[config.mk]
export PLATFORM = sky130hd
export DESIGN_NAME = tipi_rpi_shift_master
export DESIGN_NICKNAME = d
export VERILOG_FILES = /design/src/rtl/tipi_rpi_shift_master.sv
export SDC_FILE = /design/constraint.sdc
export NUM_CORES = 1
export LEC_CHECK = 0
export ABC_AREA = 1
export CAP_MARGIN = 30
export CORE_UTILIZATION = 35
export CTS_BUF_LIST = sky130_fd_sc_hd__clkbuf_8
export DETAILED_ROUTE_END_ITERATION = 8
export SLEW_MARGIN = 20
export SYNTH_ARGS = -nofsm -noshare
export SYNTH_HDL_FRONTEND = slang
export SYNTH_SLANG_ARGS = --single-unit
[constraint.sdc]
create_clock -name clk -period 3.54 [get_ports clk]
set_clock_uncertainty 0.15 [all_clocks]
set_input_delay 1.062 -clock clk [delete_from_list [all_inputs] [get_ports clk]]
set_output_delay 1.062 -clock clk [all_outputs]
set_load 0.05 [all_outputs]
[src/rtl/tipi_rpi_shift_master.sv]
// tipi_rpi_shift_master: serial master driving the TIPI CPLD register port (clk/reset, cmd_* in, rsp_* out, r_* serial pins)
module tipi_rpi_shift_master #(
  parameter int CLK_DIV = 4
) (
  input  logic       clk,
  input  logic       reset,
  input  logic       cmd_valid,
  output logic       cmd_ready,
  input  logic       cmd_rt,
  input  logic       cmd_cd,
  input  logic [7:0] cmd_wdata,
  output logic       rsp_valid,
  output logic [7:0] rsp_rdata,
  output logic       r_clk,
  output logic       r_le,
  output logic       r_rt,
  output logic       r_cd,
  output logic       r_dout,
  input  logic       r_din
);
  localparam logic [7:0] HM1 = 8'(CLK_DIV - 1);
  typedef enum logic [2:0] {IDLE, SETUP, LOAD_HI, LOAD_LO, SHIFT_HI, SHIFT_LO, DONE} state_t;
  state_t state;
  logic [7:0] cnt;
  logic [2:0] bit_cnt;
  logic [7:0] sh;
  logic [7:0] rdata;
  logic [1:0] sync;
  logic last;
  assign last = cnt == 8'd0;
  always_ff @(posedge clk) begin
    if (reset) begin
      state <= IDLE;
      cnt <= HM1;
      bit_cnt <= 3'd0;
      sh <= 8'd0;
      rdata <= 8'd0;
      sync <= 2'd0;
      cmd_ready <= 1'b1;
      rsp_valid <= 1'b0;
      rsp_rdata <= 8'd0;
      r_clk <= 1'b0;
      r_le <= 1'b0;
      r_rt <= 1'b0;
      r_cd <= 1'b0;
      r_dout <= 1'b0;
    end else begin
      sync <= {sync[0], r_din};
      cnt <= (last || state == IDLE) ? HM1 : cnt - 8'd1;
      case (state)
        IDLE: if (cmd_valid) begin
          state <= SETUP;
          cmd_ready <= 1'b0;
          r_rt <= cmd_rt;
          r_cd <= cmd_cd;
          sh <= cmd_wdata;
          r_dout <= ~cmd_rt & cmd_wdata[7];
          bit_cnt <= 3'd0;
        end
        SETUP: if (last) begin
          state <= r_rt ? LOAD_HI : SHIFT_HI;
          r_clk <= 1'b1;
          r_le <= r_rt;
        end
        LOAD_HI: if (last) begin
          state <= LOAD_LO;
          r_clk <= 1'b0;
        end
        LOAD_LO: if (last) begin
          state <= SHIFT_HI;
          r_clk <= 1'b1;
          r_le <= 1'b0;
        end
        // the next write bit is presented on the falling edge so it is stable at the following rise
        SHIFT_HI: if (last) begin
          state <= SHIFT_LO;
          r_clk <= 1'b0;
          sh <= {sh[6:0], 1'b0};
          r_dout <= ~r_rt & sh[6];
        end
        // read bits are sampled at the very end of the low phase, as late as possible after the rise
        SHIFT_LO: if (last) begin
          if (r_rt) rdata <= {rdata[6:0], sync[1]};
          bit_cnt <= bit_cnt + 3'd1;
          if (bit_cnt == 3'd7) begin
            state <= DONE;
            rsp_valid <= 1'b1;
            rsp_rdata <= r_rt ? {rdata[6:0], sync[1]} : 8'd0;
            r_dout <= 1'b0;
          end else begin
            state <= SHIFT_HI;
            r_clk <= 1'b1;
          end
        end
        DONE: begin
          state <= IDLE;
          rsp_valid <= 1'b0;
          cmd_ready <= 1'b1;
          r_rt <= 1'b0;
          r_cd <= 1'b0;
        end
        default: state <= IDLE;
      endcase
    end
  end
endmodule
==> out/qor.yml, run 1 <==
drt-initial-drc-count: 88
muxShareOfSynthArea_pct: 0
finalSetupTns_ns: 0
vias: 1781
synth_top_area_share_pct: 42.3
hold_path.class: "reg2reg"
required_ns: 2.33
rows: 28
portBuffers: 28
grt_max_degree: 18
critPathLaunch: "rsp_rdata[1]"
die_x_um: 80.1
synth_area_um2: 2130
postCtsHoldBufs: 0
synth_seq_cells: 45
crit-reg2reg-launch: "cnt[0]"
max_cap_violations: 0
synthSimpleGateAreaFrac_pct: 36.1
synth_xor_xnor_area_share_pct: 0.822
cp_max_fo: 2
hpwl_mm: 3.18
syn_inst: 290
area_growth_syn_to_layout_pct: 23.0
slew_headroom_pct: 66.6
hold-path-cell-count: 2
overflow: 0
syn_avg_cell_area_um2: 7.35
crit_cells: 1
synthAdderAreaFrac_pct: 2.93
multi_input_area_um2: 1080
viasPerCell: 4.45
cp_num_buf_inv: 1
final_antenna_net_count: 0
routedWlPerCell_um: 10.8
yosys-top-cells-count: "nand2_1 (74), nor2_1 (53), dfxtp_1 (45)"
firstDrtPassIters: 4
root_buffer: "clkbuf_8"
critPathSlowestCell: "clkdlybuf4s50_1"
numClockSinks: 45
synth_top_cell_by_area: "dfxtp_1"
clock_path_buffers: 2
crit_type: "reg2out"
antennaDiodeCount: 0
hold_viol_final: 0
power_leakage_nw: 1.22
core_area_um2: 5890
post_cts_buffers: 0
synth_area_leaders: "dfxtp_1 (42%), nand2_1 (13%), nor2_1 (9.3%)"
cp_cell_sequence: "clkdlybuf4s50_1"
rsz0062_at_grt: "false"
post-route-period-util_pct: 75.3
drive_above_1_share_pct: 12.0
crit_arrival_ns: 1.45
cts_inserted_buffers: 5
fillCellCount: 618
ys_seq_area_share_pct: 42.3
place.gp.congestion: 0.784
synth_top_family_by_area: "simple AND/OR/NAND/NOR gates"
synth.most_common_cell: "nand2_1"
grt_pass1_wl_mm: 7.51
peakVddDrop_mv: 0.266
io_pins: 29
ys.flop_type: "dfxtp_1"
cpLargestDelayFamily: "buffers and inverters"
cts_tree: "yes"
synth_compound_area_share_pct: 11.0
grt_antenna_before_repair: 0
wirelength_mm: 4.31
synth_cell_types: 32
hold_start: "sync[0]"
insertion_delay_ns: 0.29
drcViolationCount: 0
finalSetupViolations: 0
fin_nets: 343
track_usage_pct: 15.1
die_h_um: 80.1
start_util_pct: 36.2
htreeDepth: 2
cts_resized: 0
final_max_slew_viol_count: 0
synth_fp_nets: 309
status: "complete, no violations"
cellPowerDensity_nw_per_um2: 690
total_power_w: 0.00181
start_kind: "flip-flop"
cp_slowest_stage_delay_ns: 0.81
die_area_um2: 6410
clk_pin_slew_ns: 0.08
synth_edf_count: 0
end_kind: "output port"
grt_pass1_vias: 1687
post-route-util_pct: 44.6
r2r_cells: 10
min_period_ns: 2.67
max_freq_mhz: 375
yosysWarnings: 0
synthArstFlopShare_pct: 0
ff_latch_area_um2: 901
tightest_slew_ns: 0.499
==> cell families (layout without fill, tap and decap cells) <==
logic type | after synthesis | in the layout
and+or+nand+nor | 159 | 159
DFF | 45 | 45
AOI/OAI and AO/OA | 42 | 42
buffers and inverters | 37 | 72
adders and majority gates | 5 | 5
xor gates and xnor gates | 2 | 2
==> state kept, by name (all words and copies together) (netlist names), 2 cells and up <==
| name | cells |
|---|---|
| sync | 2 |
| cnt | 8 |
| state | 3 |
| rdata | 7 |
| rsp_rdata | 8 |
| sh | 7 |
| bit_cnt | 3 |
==> layer usage <==
metal / vias up / part of all wire (%) / global-route usage [%]
li1: 977 / - / -
met1: 775 / 50 / 19.6
met2: 25 / 45 / 24.5
met3: 4 / 3.9 / 3.30
met4: 0 / 1.3 / 5.36
met5: - / 0 / 0
==> where the power goes <==
group          internal [W]  switching (W)
sequential         0.000596      0.0000665
combinational      0.000251       0.000505
clock              0.000227       0.000162
==> placed cells by master, fill, tap and decap left out, types with 4 or more instances in the layout <==
cell type and count:
o21ai_0 17, dfxtp_1 45, nand2_2 4, inv_2 4
nor2_1 53, nand2_1 74, a21oi_1 17, ha_1 5
inv_1 29, clkbuf_8 6, clkdlybuf4s50_1 28, nand3_1 6
nor2_4 5
==> area by class of cell <==
class | count | area share [%]
Clock buffer | 6 | 3.15
Clock inverter | 2 | 1.29
Inverter | 34 | 5.06
Multi-Input combinational cell | 208 | 41.3
Sequential cell | 45 | 34.4
Tap cell | 75 | 3.58
Timing Repair Buffer | 30 | 11.3
==> path summary, 6_finish.rpt <==
kind | to | slack (ns)
worst max register to register | sh[4] | 1.75
worst min-delay path | sync[1] | 0.26
worst max-delay path | rsp_rdata[1] | 0.87
worst min register to register | sync[1] | 0.26
==> metrics by stage <==
| step | hold WS, ns | cell area [µm²] | setup slack [ns] | cells |
|---|---|---|---|---|
| final | 0.260 | 2620 | 0.873 | 400 |
| after global placement | 0.246 | 2510 | 1.01 | 392 |
| after CTS | 0.264 | 2620 | 0.856 | 400 |
| after detailed placement | 0.249 | 2510 | 0.938 | 392 |
| after global routing | 0.286 | 2620 | 0.824 | 400 |
| after floorplan | 0.228 | 2130 | 1.50 | 290 |
Note: power is estimated with default switching activity, not from simulation.
==> inputs of run 2 (changes only) <==
- clock period: 3.54 -> 2.19 ns (I/O delays scaled with it)
==> out/qor.yml, run 2 (synthesized netlist as in run 1, its figures left out) <==
drive_above_1_share_pct: 16.9  # +4.9 points
clk_pin_slew_ns: 0.09  # about the same
grt_max_degree: 16  # -2
min_period_ns: 1.79
min_to: "sync[1]"
cellPowerDensity_nw_per_um2: 1100  # +59%
hold_viol_final: 0  # unchanged
die_h_um: 80.1  # unchanged
final_cell_area_um2: 2560  # -2.4%
viasPerCell: 4.60  # +3.3%
place_area_um2: 2470  # -1.5%
required_ns: 2.24  # -0.09 ns
overflow: 0  # unchanged
drcViolationCount: 0  # unchanged
place.gp.congestion: 0.795  # +1.4%
end_kind: "flip-flop"
insertion_delay_ns: 0.30  # about the same
clock_path_buffers: 2  # unchanged
final_antenna_net_count: 0  # unchanged
post_cts_buffers: 0  # unchanged
area_growth_syn_to_layout_pct: 20.0
finalSetupTns_ns: 0  # unchanged
rows: 28  # unchanged
final_max_slew_viol_count: 0  # unchanged
die_area_um2: 6410  # unchanged
final_common_cell: "nand2_1"
track_usage_pct: 15.2  # +0.12 points
cts_inserted_buffers: 5  # unchanged
wirelength_mm: 4.40  # +2.1%
power_leakage_nw: 1.23  # +0.81%
tightest_slew_ns: 0.304  # -0.195 ns
r2r_cells: 10  # unchanged
crit_type: "reg2reg"
hold_path.class: "reg2reg"
portBuffers: 28  # unchanged
vias: 1839  # +3.3%
r2r_slack_ns: 0.40  # -1.35 ns
rsz0062_at_grt: "false"
routedWlPerCell_um: 11.0  # +2.1%
fin_nets: 343  # unchanged
top_regs: "cnt x8, rsp_rdata x8"
htreeDepth: 2  # unchanged
root_buffer: "clkbuf_8"
grt_pass1_vias: 1736  # +2.9%
slew_headroom_pct: 79.7  # +13 points
core_area_um2: 5890  # unchanged
io_pins: 29  # unchanged
most-common-layout-cells: "nand2_1 (74), nor2_1 (53), dfxtp_1 (45)"
hold_start: "sync[0]"
numClockSinks: 45  # unchanged
crit-reg2reg-launch: "cnt[0]"
crit_arrival_ns: 1.84  # +0.39 ns
hold-path-cell-count: 2  # unchanged
grt_antenna_before_repair: 0  # unchanged
max_cap_violations: 0  # unchanged
firstDrtPassIters: 4  # unchanged
max_freq_mhz: 559
drt-initial-drc-count: 58  # -34%
finalSetupViolations: 0  # unchanged
hpwl_mm: 3.24  # +1.9%
die_x_um: 80.1  # unchanged
start_kind: "flip-flop"
cp_max_fo: 6  # +4
cts_tree: "yes"
grt_pass1_wl_mm: 7.38  # -1.7%
peakVddDrop_mv: 0.459  # +73%
start_util_pct: 36.2  # unchanged
postCtsHoldBufs: 0  # unchanged
antennaDiodeCount: 0  # unchanged
status: "complete, no violations"
post-route-period-util_pct: 81.6
r2r_end: "sh[1]"
cts_resized: 0  # unchanged
[run 2: area by class of cell]
class / count / area [µm²]
Multi-Input combinational cell: 208 / 1080
Clock inverter: 3 / 21.3
Timing Repair Buffer: 30 / 258
Fill cell: 629 / 3330
Sequential cell: 45 / 901
Tap cell: 75 / 93.8
Clock buffer: 5 / 68.8
Inverter: 34 / 133
[run 2: power breakdown]
part	internal (W)	total, W	leakage (nW)	switching [W]
combinational	0.000397	0.00121	0.819	0.000815
clock	0.000227	0.000521	0.0445	0.000295
sequential	0.000964	0.00107	0.367	0.000109
[run 2: metrics by stage]
stage	utilization (%)	hold WS (ns)	worst slack, ns	power [W]	cells
after floorplan	-	0.228	0.553	0.00204	290
after global placement	41.9	0.242	0.121	0.00231	392
after detailed placement	41.9	0.244	0.0930	0.00231	392
after CTS	43.5	0.262	0.386	0.00284	400
after global routing	43.5	0.284	0.223	0.00305	400
final	43.5	0.253	0.402	0.00281	400
[run 2: worst max-delay path: stages (launching register included)]
cell,delay (ns)
dfxtp_1,0.35
inv_1,0.08
ha_1,0.21
nand2_1,0.12
inv_1,0.06
nand2_2,0.21
nand2_1,0.12
nand2_1,0.12
nor2_4,0.05
o21ai_0,0.15
nor2_1,0.05
[run 2: how the worst max path moves through the flow]
stage	to	from	slack (ns)
after global routing	sh[3]	cnt[0]	0.22
after CTS	sh[1]	cnt[0]	0.39
after global placement	sh[3]	reset	0.12
after detailed placement	sh[1]	reset	0.09
after floorplan	r_rt	reset	0.55
final	sh[1]	cnt[0]	0.40
[run 2: layer usage]
metal  vias to the layer above  global-route usage, %  wire length, µm
met5                         -                      0                0
met4                         0                   7.68               86
met3                         4                   3.18              147
met2                        25                   26.6             2050
met1                       824                   17.4             2120
li1                        986                      -                -
